## src/rtl/uart_bench_agent.sv

```systemverilog
// UART bench agent: TX/RX FIFOs, valid/ready host side, sticky RX error flags.
// Optional even parity bit enabled by defining UART_BENCH_AGENT_PARITY_EN.
module uart_bench_agent #(
  parameter int CLK_HZ     = 50_000_000,
  parameter int BAUD       = 115_200,
  parameter int DATA_BITS  = 8,
  parameter int STOP_BITS  = 1,
  parameter int FIFO_DEPTH = 16
) (
  input  logic                              clk_50M,
  input  logic                              k_resetb,
  input  logic                              uart_rx_i,
  output logic                              uart_tx_o,
  input  logic [DATA_BITS-1:0]              tx_data_i,
  input  logic                              tx_valid_i,
  output logic                              tx_ready_o,
  output logic                              tx_busy_o,
  output logic [DATA_BITS-1:0]              rx_data_o,
  output logic                              rx_valid_o,
  input  logic                              rx_ready_i,
  output logic [$clog2(FIFO_DEPTH+1)-1:0]   rx_level_o,
  output logic                              rx_overflow_o,
  output logic                              rx_frame_err_o,
  output logic                              rx_parity_err_o,
  input  logic                              clear_err_i
);
  localparam int CPB = CLK_HZ / BAUD;
  localparam int AW  = $clog2(FIFO_DEPTH);
  localparam int LW  = $clog2(FIFO_DEPTH+1);
  localparam int CW  = $clog2(STOP_BITS*CPB+1);
  localparam int BW  = $clog2(DATA_BITS+1);
  localparam logic [CW-1:0] BIT_END  = CW'(CPB-1);
  localparam logic [CW-1:0] HALF_END = CW'(CPB/2-1);
  localparam logic [CW-1:0] STOP_END = CW'(STOP_BITS*CPB-1);
  localparam logic [BW-1:0] LAST_BIT = BW'(DATA_BITS-1);
  localparam logic [LW-1:0] FULL     = LW'(FIFO_DEPTH);

  generate
    if (CPB < 4) begin : g_cpb_chk
      $error("CLK_HZ/BAUD must be at least 4");
    end
  endgenerate

  typedef enum logic [2:0] {
    T_IDLE, T_START, T_DATA,
`ifdef UART_BENCH_AGENT_PARITY_EN
    T_PAR,
`endif
    T_STOP
  } tx_state_t;

  typedef enum logic [2:0] {
    R_IDLE, R_START, R_DATA,
`ifdef UART_BENCH_AGENT_PARITY_EN
    R_PAR,
`endif
    R_STOP, R_WAIT
  } rx_state_t;

  logic [DATA_BITS-1:0] tmem [FIFO_DEPTH];
  logic [AW-1:0]        twr, trd;
  logic [LW-1:0]        tcnt;
  logic                 tpush, tpop;
  tx_state_t            ts;
  logic [CW-1:0]        tc;
  logic [BW-1:0]        tb;
  logic [DATA_BITS-1:0] tsh;
  logic                 line;

  assign tx_ready_o = tcnt != FULL;
  assign tpush      = tx_valid_i && tx_ready_o;
  assign tpop       = (tcnt != '0) &&
                      ((ts == T_IDLE) || (ts == T_STOP && tc == STOP_END));
  assign tx_busy_o  = (tcnt != '0) || (ts != T_IDLE);
  assign uart_tx_o  = line;

  always_ff @(posedge clk_50M)
    if (tpush) tmem[twr] <= tx_data_i;

  always_ff @(posedge clk_50M)
    if (k_resetb) begin
      twr  <= '0;
      trd  <= '0;
      tcnt <= '0;
    end else begin
      if (tpush) twr <= twr + 1'b1;
      if (tpop)  trd <= trd + 1'b1;
      tcnt <= tcnt + LW'(tpush) - LW'(tpop);
    end

`ifdef UART_BENCH_AGENT_PARITY_EN
  logic tpar;
`endif

  always_ff @(posedge clk_50M)
    if (k_resetb) begin
      ts   <= T_IDLE;
      tc   <= '0;
      tb   <= '0;
      tsh  <= '0;
      line <= 1'b1;
`ifdef UART_BENCH_AGENT_PARITY_EN
      tpar <= 1'b0;
`endif
    end else begin
      unique case (ts)
        T_IDLE:
          if (tpop) begin
            tsh  <= tmem[trd];
`ifdef UART_BENCH_AGENT_PARITY_EN
            tpar <= ^tmem[trd];
`endif
            line <= 1'b0;
            tc   <= '0;
            ts   <= T_START;
          end
        T_START:
          if (tc == BIT_END) begin
            tc   <= '0;
            tb   <= '0;
            line <= tsh[0];
            ts   <= T_DATA;
          end else tc <= tc + 1'b1;
        T_DATA:
          if (tc == BIT_END) begin
            tc  <= '0;
            tsh <= tsh >> 1;
            tb  <= tb + 1'b1;
            if (tb == LAST_BIT) begin
`ifdef UART_BENCH_AGENT_PARITY_EN
              line <= tpar;
              ts   <= T_PAR;
`else
              line <= 1'b1;
              ts   <= T_STOP;
`endif
            end else line <= tsh[1];
          end else tc <= tc + 1'b1;
`ifdef UART_BENCH_AGENT_PARITY_EN
        T_PAR:
          if (tc == BIT_END) begin
            tc   <= '0;
            line <= 1'b1;
            ts   <= T_STOP;
          end else tc <= tc + 1'b1;
`endif
        T_STOP:
          if (tc == STOP_END) begin
            tc <= '0;
            // chain straight into the next start bit when data is waiting
            if (tpop) begin
              tsh  <= tmem[trd];
`ifdef UART_BENCH_AGENT_PARITY_EN
              tpar <= ^tmem[trd];
`endif
              line <= 1'b0;
              ts   <= T_START;
            end else ts <= T_IDLE;
          end else tc <= tc + 1'b1;
        default: ts <= T_IDLE;
      endcase
    end

  logic [1:0]           sync;
  logic                 rxs;
  rx_state_t            rs;
  logic [CW-1:0]        rc;
  logic [BW-1:0]        rb;
  logic [DATA_BITS-1:0] rsh;
  logic                 rdone, rpush, rpop, racc, ovf_set, fe_set;
  logic [DATA_BITS-1:0] rmem [FIFO_DEPTH];
  logic [AW-1:0]        rwr, rrd;
  logic [LW-1:0]        rcnt;

  always_ff @(posedge clk_50M)
    if (k_resetb) sync <= 2'b11;
    else          sync <= {sync[0], uart_rx_i};

  assign rxs   = sync[1];
  assign rdone = (rs == R_STOP) && (rc == BIT_END);
`ifdef UART_BENCH_AGENT_PARITY_EN
  logic rpbad, pe_set;
  assign pe_set = (rs == R_PAR) && (rc == BIT_END) && (rxs != ^rsh);
  assign rpush  = rdone && rxs && !rpbad;
`else
  assign rpush  = rdone && rxs;
`endif
  assign fe_set  = rdone && !rxs;
  assign rpop    = rx_valid_o && rx_ready_i;
  assign racc    = rpush && ((rcnt != FULL) || rpop);
  assign ovf_set = rpush && (rcnt == FULL) && !rpop;

  always_ff @(posedge clk_50M)
    if (k_resetb) begin
      rs  <= R_IDLE;
      rc  <= '0;
      rb  <= '0;
      rsh <= '0;
`ifdef UART_BENCH_AGENT_PARITY_EN
      rpbad <= 1'b0;
`endif
    end else begin
      unique case (rs)
        R_IDLE:
          if (!rxs) begin
            rc <= '0;
            rs <= R_START;
          end
        R_START:
          if (rc == HALF_END) begin
            rc <= '0;
            rb <= '0;
            rs <= rxs ? R_IDLE : R_DATA;
          end else rc <= rc + 1'b1;
        R_DATA:
          if (rc == BIT_END) begin
            rc  <= '0;
            rsh <= {rxs, rsh[DATA_BITS-1:1]};
            rb  <= rb + 1'b1;
`ifdef UART_BENCH_AGENT_PARITY_EN
            if (rb == LAST_BIT) rs <= R_PAR;
`else
            if (rb == LAST_BIT) rs <= R_STOP;
`endif
          end else rc <= rc + 1'b1;
`ifdef UART_BENCH_AGENT_PARITY_EN
        R_PAR:
          if (rc == BIT_END) begin
            rc    <= '0;
            rpbad <= rxs != ^rsh;
            rs    <= R_STOP;
          end else rc <= rc + 1'b1;
`endif
        R_STOP:
          if (rc == BIT_END) begin
            rc <= '0;
            rs <= rxs ? R_IDLE : R_WAIT;
          end else rc <= rc + 1'b1;
        R_WAIT:
          if (rxs) rs <= R_IDLE;
        default: rs <= R_IDLE;
      endcase
    end

  always_ff @(posedge clk_50M)
    if (racc) rmem[rwr] <= rsh;

  always_ff @(posedge clk_50M)
    if (k_resetb) begin
      rwr  <= '0;
      rrd  <= '0;
      rcnt <= '0;
    end else begin
      if (racc) rwr <= rwr + 1'b1;
      if (rpop) rrd <= rrd + 1'b1;
      rcnt <= rcnt + LW'(racc) - LW'(rpop);
    end

  assign rx_valid_o = rcnt != '0;
  assign rx_level_o = rcnt;
  assign rx_data_o  = rx_valid_o ? rmem[rrd] : '0;

  always_ff @(posedge clk_50M)
    if (k_resetb) begin
      rx_overflow_o  <= 1'b0;
      rx_frame_err_o <= 1'b0;
    end else begin
      rx_overflow_o  <= ovf_set | (rx_overflow_o & ~clear_err_i);
      rx_frame_err_o <= fe_set | (rx_frame_err_o & ~clear_err_i);
    end

`ifdef UART_BENCH_AGENT_PARITY_EN
  always_ff @(posedge clk_50M)
    if (k_resetb) rx_parity_err_o <= 1'b0;
    else rx_parity_err_o <= pe_set | (rx_parity_err_o & ~clear_err_i);
`else
  assign rx_parity_err_o = 1'b0;
`endif
endmodule
```

## config.mk

```make
export PLATFORM = sky130hd
export DESIGN_NAME = uart_bench_agent
export DESIGN_NICKNAME = d
export VERILOG_FILES = /design/src/rtl/uart_bench_agent.sv
export SDC_FILE = /design/constraint.sdc
export NUM_CORES = 1
export LEC_CHECK = 0
export CORE_MARGIN = 4
export CORE_UTILIZATION = 45
export CTS_BUF_LIST = sky130_fd_sc_hd__clkbuf_16
export DETAILED_ROUTE_END_ITERATION = 10
export DONT_BUFFER_PORTS = 1
export REMOVE_ABC_BUFFERS = 1
export SYNTH_ARGS = -nofsm -noshare
export SYNTH_HDL_FRONTEND = slang
export SYNTH_SLANG_ARGS = --single-unit
```

## constraint.sdc

```tcl
create_clock -name clk_50M -period 4 [get_ports clk_50M]
set_input_delay 0.4 -clock clk_50M [delete_from_list [all_inputs] [get_ports clk_50M]]
set_output_delay 0.4 -clock clk_50M [all_outputs]
set_load 0.05 [all_outputs]
```

Yosys cells after proc, flatten, opt, wreduce, memory -nomap -nowiden

Memories as Yosys holds them, arrays and structs flattened. A register that Yosys moved wholly into a read port is not among the register bits.
Cells that the tools add are included.

$add $sub $neg: 12
Eq/ne operators: 26
Mux-type cells: 48
Bitwise logic cells: 5
Reduce and logical (&&, ||, !) cells: 37

Operators by type and width:

| cell                                                             | count |
|---|---|
| 9-bit 2-to-1 mux                                                 | 5 |
| 3-bit 2-to-1 mux                                                 | 12 |
| 4-bit 2-to-1 mux                                                 | 8 |
| 8-bit 2-to-1 mux                                                 | 4 |
| 9-bit one-hot mux with 3 select lines                            | 1 |
| 4-bit by 1-bit adder with 4-bit output (second input constant)   | 6 |
| 8-bit one-hot mux with 3 select lines                            | 1 |
| 9-bit by 1-bit adder with 9-bit output (second input constant)   | 2 |
| 9-bit == test (second input constant)                            | 2 |
| 2-bit != test (second input constant)                            | 9 |
| 9-bit one-hot mux with 2 select lines                            | 1 |
| 4-bit one-hot mux with 2 select lines                            | 2 |
| 3-bit one-hot mux with 5 select lines                            | 1 |
| 3-bit by 2-bit == test with 1-bit output (second input constant) | 4 |
| 3-bit one-hot mux with 4 select lines                            | 1 |
| 5-bit by 1-bit adder with 5-bit output                           | 2 |
| 1-bit logical AND                                                | 10 |
| 1-bit 2-to-1 mux                                                 | 10 |
| 5-bit != test (second input constant)                            | 2 |
| 5-bit nonzero test                                               | 2 |
| 5-bit by 1-bit subtractor with 5-bit output                      | 2 |
| 9-bit by 8-bit == test with 1-bit output (second input constant) | 1 |
| 3-bit AND reduction                                              | 3 |
| 3-bit nonzero test                                               | 3 |
| other kinds (21)                                                 | 34 |

Flip-flop bits (word level): 79
Memory bits (writable): 256
Input bits: 14
Output and inout port bits: 20
Logic and storage cells: 148
Memories kept: 2

Memory list:

| memory | words | bits a word | read ports | clocked after memory_dff | write ports | line | source |
|---|---|---|---|---|---|---|---|
| rmem   | 16    | 8           | 1          | 1                        | 1           | 171  | `logic [DATA_BITS-1:0] rmem [FIFO_DEPTH];` |
| tmem   | 16    | 8           | 1          | 1                        | 1           | 60   | `logic [DATA_BITS-1:0] tmem [FIFO_DEPTH];` |

Logic depth before layout (Yosys ltp)

Gate-level depths: netlist of run 1.

Depth after elaboration: 7
Depth in mapped cells: 15
Mapped depth without buffers: 14

Least setup slack after synthesis of run 1

OpenSTA, ideal clock, no wires.

Path type: reg-to-reg
From: register tcnt[2]
To: register tcnt[4]
Setup time: 128 ps
Arrival: 2864 ps
Data required time: 3872 ps
Slack: 1009 ps
Cell stages (with the launch flop): 16
Buffers on the path: 1
Clock period less this slack: 2991 ps
Cell sequence: dfxtp_1 inv_1 ha_1 nand4bb_1 and2_1 clkbuf_1 inv_1 ha_1 inv_1 ha_1 fa_1 a21oi_1 nor2_1 nor2_1 xnor2_1 nor2_1

Word-level cells in the longest chain between the ends: 4
Elaborated cells between the ends (all ways): 6
Those cells by class: add/sub: 2; eq/ne: 1; reduce/logical: 3

Ends and longest elaborated chain:

| what                                        | line | source |
|---|---|---|
| from (decl)                                 | 62   | `logic [LW-1:0] tcnt;` |
| from (signal assigned)                      | 88   | `tcnt <= tcnt + LW'(tpush) - LW'(tpop);` |
| 5-bit != test                               | 70   | `assign tx_ready_o = tcnt != FULL;` |
| via tx_ready_o                              | 16   | `output logic tx_ready_o,` |
| 1-bit logical AND                           | 71   | `assign tpush = tx_valid_i && tx_ready_o;` |
| 5-bit by 1-bit adder with 5-bit output      | 88   |  |
| 5-bit by 1-bit subtractor with 5-bit output | 88   |  |

The timed path passes the listed nets, and every way through them passes these cells.
A chain may end at the register's enable or synchronous reset.

Final worst setup path of run 1

From: register rcnt[3], in the netlist rx_level_o[3]
To: output rx_data_o[4]

Word-level cells in the longest chain between the ends: 2

Ends and longest elaborated chain:

| what                   | line | source |
|---|---|---|
| from (decl)            | 173  | `logic [LW-1:0] rcnt;` |
| from (signal assigned) | 256  | `rcnt <= rcnt + LW'(racc) - LW'(rpop);` |
| 5-bit nonzero test     | 259  | `assign rx_valid_o = rcnt != '0;` |
| via rx_valid_o         | 19   | `output logic rx_valid_o,` |
| 8-bit 2-to-1 mux       | 261  | `assign rx_data_o = rx_valid_o ? rmem[rrd] : '0;` |
| to (decl)              | 18   | `output logic [DATA_BITS-1:0] rx_data_o,` |

The timed path passes the listed nets, and every way through them passes these cells.

==> reports/results.txt, run 1 <==
Area Overhead vs Synth: 12.49%
Seq/Total Area, Yosys: 66.37%
Clk pin slew, worst setup/hold paths: 60 ps
Crit path capture type: output port
Clock buffer depth: 3
Ant diodes: 0
Sequential share of power: 43.2%
Critical Path RT: 3600 ps
Yosys warns: 0
Yosys reg bits: 342
Initial antenna violation count: 0
Max Cap Violations: 0
Core area: 30,830 sq um
Post-layout minimum cycle time: 3242 ps
Largest net degree at the start of global routing: 69
Worst Path Max Fanout: 9
Clock latency on the worst-skew pair: 520 ps
Syn avg cell area: 15.00 sq um
WP data arrival: 2840 ps
Global-route wire length before repair: 42,310 um
CTS tree: yes
Max Freq: 0.3085 GHz
Clk sink count: 342
Worst Reg-to-Reg Cells: 14
Chip width: 185.5 um
Max Clock Skew: 15.70 ps
Logic gate share of total power: 22.5%
Crit Path Class: reg -> out
Library cells used by synthesis: 63
Final core utilization: 51.72%
CTS Buf Count: 37
Hold Crit Class: in -> reg
H-tree depth: 2
Worst-Margin Slew: 1090 ps
Critical Path Start Type: flop
Vias: 7,545
Syn Std Cell Area: 14,180 sq um
Leakage: 5.302 nW
Resized Gates After CTS: 0
Die area: 34,410 sq um
Sw Ratio: 29.47%
Tcrit/Tclk final: 81.05%
Worst hold stages: 2
Asr flop ratio synth: 0%
Setup TNS Final: 0 ps
IO Port Bufs: 0
Die H: 185.5 um
Final setup fails: 0
Clk pwr share: 34.3%
P per Cell Area: 620.3 nW/um^2
Peak supply drop: 400.0 uV
Internal power: 6.976 mW
IO Pins: 34
Status: completed
Routed WL per cell: 18.93 um
CTS root buffer: clkbuf_16
Nets: 1,012
Vias per cell: 5.436
Slew Viols, Final: 0
Mapped Cells: 945
Final HPWL from detailed placement: 17,010 um
EDFF count, synth: 256
Final Hold Fails: 0
RSZ-0062 raised after global routing: false
Initial Util: 45.98%
Total congestion overflow: 0
Filler cell count: 2,450
Slew headroom: 27.17%
DR pass1 iterations: 4
Sw Pwr: 2.915 mW
GRT Resource Usage Total: 15.60%
Row count: 64
RePlAce Congestion: 0.7860
Post-synth top flop: edfxtp_1
Routed WL: 26,270 um
Post-route ant nets: 0
Vias in the first global route: 7,670
WHS: 64.21 ps
1st-iter DRT viols: 427
Layout cells sized above 1: 13.51%
# DRC: 0
-- path summary, 6_finish.rpt --
path         slack [ps]                       end                startpoint
max                 760              rx_data_o[4]  rx_level_o[3]$_SDFF_PP0_
min                  60  rx_overflow_o$_SDFF_PP0_               clear_err_i
max reg2reg         960        tcnt[4]$_SDFF_PP0_        tc[1]$_SDFFE_PP0P_
min reg2reg         400        sync[1]$_SDFF_PP1_        sync[0]$_SDFF_PP1_
-- worst max-delay path, cell delays in order (launching register included) --
cell and delay [ps]:
dfxtp_1 670, inv_1 140, ha_1 230, nor4b_1 160, inv_1 550, and2_1 550
-- logic make-up after synthesis --
kind of cell | share of synthesized area (%)
buffers and inverters | 2.330
flip-flops | 66.37
other | 0.02645
AND/OR/NAND/NOR | 9.135
multiplexers | 12.26
AO/OA/AOI/OAI | 5.508
XOR/XNOR | 1.174
adder cells (fa/ha/maj) | 3.195
-- per-layer routing --
layer  track usage, %  up-vias  wire length [um]
met5                0        -                 0
met4            3.787        0               466
met3            2.619       33              1097
met2            27.54      122             13330
met1            20.26     3742             11370
li1                 -     3648                 -
-- power groups by stage --
stage                     registers [mW]  logic [mW]  clock network (mW)
after global routing                4.30        2.45                3.64
after floorplan                     4.42        1.63                   0
after CTS                           4.28        2.25                3.48
after detailed placement            4.35        2.20                   0
after global placement              4.35        2.18                   0
final                               4.27        2.22                3.40
-- stage by stage --
stage | area, sq um | instances | setup WS [ps] | total power, mW
6_report | 15950 | 1388 | 758.1 | 9.891
3_3_place_gp | 14580 | 1309 | 1054 | 6.527
4_1_cts | 15950 | 1388 | 692.9 | 10.01
5_1_grt | 15950 | 1388 | 588.9 | 10.40
3_5_place_dp | 14580 | 1309 | 1006 | 6.550
2_1_floorplan | 13970 | 900 | 729.8 | 6.050
-- cells in the final DEF, fill, tap and decap left out, types with 5 or more instances in the layout --
cell type,synthesis,final
a41oi_1,8,8
nor2b_1,11,11
nor2_1,68,68
a31oi_1,7,7
ha_1,33,33
a22oi_1,7,7
inv_1,31,39
nand3_1,18,18
xnor2_1,13,13
nor3_1,13,13
a311oi_1,10,10
a21oi_1,44,44
o2111ai_1,5,5
dlygate4sd3_1,0,10
dfxtp_1,86,84
clkinv_1,2,8
and3_1,10,10
mux2i_1,51,51
and2_1,29,29
buf_4,2,12
edfxtp_1,256,256
nand2b_1,10,10
clkbuf_16,0,39
clkinv_2,0,5
nand2_1,47,47
o21ai_0,15,15
nand3b_1,5,5
nand4_1,6,6
xor2_1,6,6
mux4_2,54,54
-- Yosys cell counts (8+ instances only) --
library cell  instances  area share (%)
inv_1                31            0.82
mux4_2               54             8.6
buf_2                12            0.42
nor2b_1              11            0.49
nand2b_1             10            0.44
mux2i_1              51             3.6
o21ai_0              15            0.53
a41oi_1               8            0.49
nand2_1              47             1.2
edfxtp_1            256              54
dfxtp_1              86              12
clkbuf_1             21            0.56
xnor2_1              13            0.80
nor2_1               68             1.8
and3_1               10            0.44
buf_1                 8            0.21
a311oi_1             10            0.62
ha_1                 33             2.9
a21oi_1              44             1.6
and2_1               29             1.3
nor3_1               13            0.46
nand3_1              18            0.64
-- state kept, by name, summed over array words and instances, names as in the netlist, named ones only --
register / cells
tb: 4
rx_frame_err_o: 1
rrd: 4
rmem: 128
rx_level_o: 5
trd: 4
rc: 9
tsh: 8
uart_tx_o: 1
ts: 2
tc: 9
twr: 4
rwr: 4
tmem: 128
tcnt: 5
rs: 3
rx_overflow_o: 1
rsh: 8
rb: 4
sync: 2
-- timing repair --
item	4_1_cts	5_1_grt
setup buffers	0	0
hold endpoints to repair	203	0
hold buffers	11	0
-- final cells by class --
cell class                      instances  area [sq um]  area share [%]
Inverter                               33         123.9          0.7768
Clock buffer                           39         975.9           6.120
Tap cell                              396         495.5           3.107
Clock inverter                         29         265.3           1.663
Multi-Input combinational cell        525          4437           27.82
Sequential cell                       342          9412           59.02
Timing Repair Buffer                   24         237.7           1.491
(Power assumes the default switching activity.)
==> run 2: changes to the inputs <==
ABC_AREA = 1   (was default)
clock period = 3.2 ns   (was 4 ns; I/O delays follow)
==> run 2 against run 1 <==
Cell area is 4.1% higher. Hold slack worse by 4.2 ps. First-iteration DRC count is 42% higher. Synthesized area is 4.1% higher. Critical endpoint unchanged.
==> reports/results.txt, run 2 <==
Status: completed
Vias in the first global route: 9,575
Yosys reg bits: 342
Worst Path Max Fanout: 48
Crit-path cells: inv_2 > buf_12 > nor2_1 > o221ai_1 > nand3_1 > a21oi_1 > buf_4
Post-CTS Setup Bufs: 0
IO Port Bufs: 0
IO Pins: 34
Layout cells sized above 1: 7.971%
Row count: 66
Top cells by count, synth: nand2_1 (260), edfxtp_1 (256), nor2_1 (175), inv_1 (148), nand3_1 (137)
CTS Buf Count: 37
Top flop regs: rmem (128), tmem (128)
Yosys warns: 0
Max Clock Skew: 27.85 ps
Library cells used by synthesis: 40
Reg2reg setup slack: 430 ps
CTS tree: yes
Clock buffer depth: 3
WP data arrival: 2580 ps
Chip width: 189.1 um
Syn Std Cell Area: 14,750 sq um
# DRC: 0
Most common cell in the netlist: nand2_1
GRT Resource Usage Total: 18.00%
Most common cell after layout, fill and taps aside: nand2_1
Peak supply drop: 572.5 uV
Worst-Margin Slew: 1014 ps
Hold Crit Class: in -> reg
RSZ-0062 raised after global routing: false
Nets: 1,513
Leakage: 6.323 nW
Setup TNS Final: 0 ps
CTS root buffer: clkbuf_16
Worst path slowest cell: dfxtp_4
Syn avg cell area: 10.27 sq um
Crit Path Class: reg -> out
Vias per cell: 5.136
Area leader, netlist: edfxtp_1
Synth top area cells: edfxtp_1 (52%), dfxtp_1 (12%), nand2_1 (6.6%), nand3_1 (4.6%), nor2_1 (4.5%)
Post-synth top area share: 52.12%
Max Cap Violations: 0
Global routing's busiest layer: met2
Ant diodes: 0
Slew Viols, Final: 0
Max Freq: 0.3446 GHz
Tcrit/Tclk final: 90.68%
P per Cell Area: 755.8 nW/um^2
RR Startpoint: rc[0]$_SDFFE_PP0P_
H-tree depth: 2
Final core utilization: 51.15%
Pre-CTS WS: 436.4 ps
Critical Path RT: 2880 ps
Met3 usage: 3.097%
Clock latency on the worst-skew pair: 530 ps
Die H: 189.1 um
Clk sink count: 342
Vias: 9,939
Asr flop ratio synth: 0%
Final Hold Fails: 0
DR pass1 iterations: 5
Routed WL per cell: 16.69 um
Slew headroom: 32.36%
Post-route ant nets: 0
Area Overhead vs Synth: 12.55%
Initial Util: 45.45%
Total congestion overflow: 0
Clk pin slew, worst setup/hold paths: 60 ps
Initial antenna violation count: 1
Crit path capture type: output port
Post-synth top flop: edfxtp_1
Filler cell count: 2,909
Die area: 35,740 sq um
Seq/Total Area, Yosys: 63.79%
Global-route wire length before repair: 51,830 um
Met2 Use GR: 29.74%
Hold_sp: rx_ready_i
Final HPWL from detailed placement: 19,590 um
1st-iter DRT viols: 607
Final setup fails: 0
Leading cell types in the layout, fill and taps excluded: nand2_1 (260), edfxtp_1 (256), nor2_1 (175), inv_1 (158), nand3_1 (137)
Seq. cell area: 9414 sq um
Area of the multi-input gates: 4491 sq um
Core area: 32,450 sq um
Met1 Use GR: 24.90%
RePlAce Congestion: 0.8112
Final WS setup: 298.3 ps
Mapped Cells: 1,436
Largest net degree at the start of global routing: 70
Routed WL: 32,290 um
EDFF count, synth: 256
Post-layout minimum cycle time: 2902 ps
Crit-path max cell delay: 450 ps
Overall power: 12.55 mW
Critical Path Start Type: flop
[run 2: per-stage QoR]
stage | area, sq um | std cells | hold WS, ps
after floorplan | 14470 | 1372 | 382.4
after detailed placement | 15350 | 1855 | 403.3
after global placement | 15350 | 1855 | 400.5
after global routing | 16600 | 1935 | 112.9
after CTS | 16600 | 1935 | 49.71
final | 16600 | 1935 | 59.99
[run 2: worst paths after layout]
check | cells past startpoint | endpoint
min reg2reg | 1 | sync[1]$_SDFF_PP1_
max reg2reg | 14 | rx_level_o[4]$_SDFF_PP0_
min | 3 | flop
max | 7 | rx_data_o[4]
[run 2: cell families (layout without fill, tap and decap cells)]
family / Yosys count / count (layout) / share of synthesized area [%]
AOI/OAI and AO/OA: 222 / 222 / 9.314
xor gates and xnor gates: 12 / 12 / 0.7125
adders and majority gates: 35 / 35 / 3.071
buffers and inverters: 217 / 274 / 5.768
DFF: 342 / 342 / 63.79
other: 1 / 1 / 0.02542
and+or+nand+nor: 607 / 607 / 17.32
[run 2: repair_timing]
item                                   4_1_cts  5_1_grt
setup endpoints to repair                    0        1
hold buffers                                12        0
resized for setup                            0        1
endpoints found under the hold margin      175        0
[run 2: final cells by class]
cell class / instances / share of cell area, %
flip-flops and latches: 342 / 56.71
clock buffers: 38 / 5.728
clock inverters: 30 / 1.010
repair buffers: 53 / 2.713
inverters: 153 / 3.459
multi-input cells: 877 / 27.05
well taps: 442 / 3.331
[run 2: critical path: cells and delay by family, from the launching register on]
family | cells | cell delay (ps)
AOI/OAI and AO/OA | 2 | 490
buffers and inverters | 3 | 810
DFF | 1 | 450
and+or+nand+nor | 2 | 260
[run 2: report_power, final]
group          internal (mW)  leakage (nW)  switching [mW]  total [mW]
Clock                   2.18         0.585            1.71        3.88
Sequential              4.98          3.04           0.223        5.21
Combinational           1.07          2.70            2.39        3.46
[run 2: per-layer routing]
metal	part of all wire, %	up-vias
li1	-	4953
met1	45	4708
met2	47	229
met3	5.2	47
met4	2.0	2
met5	0.022	-
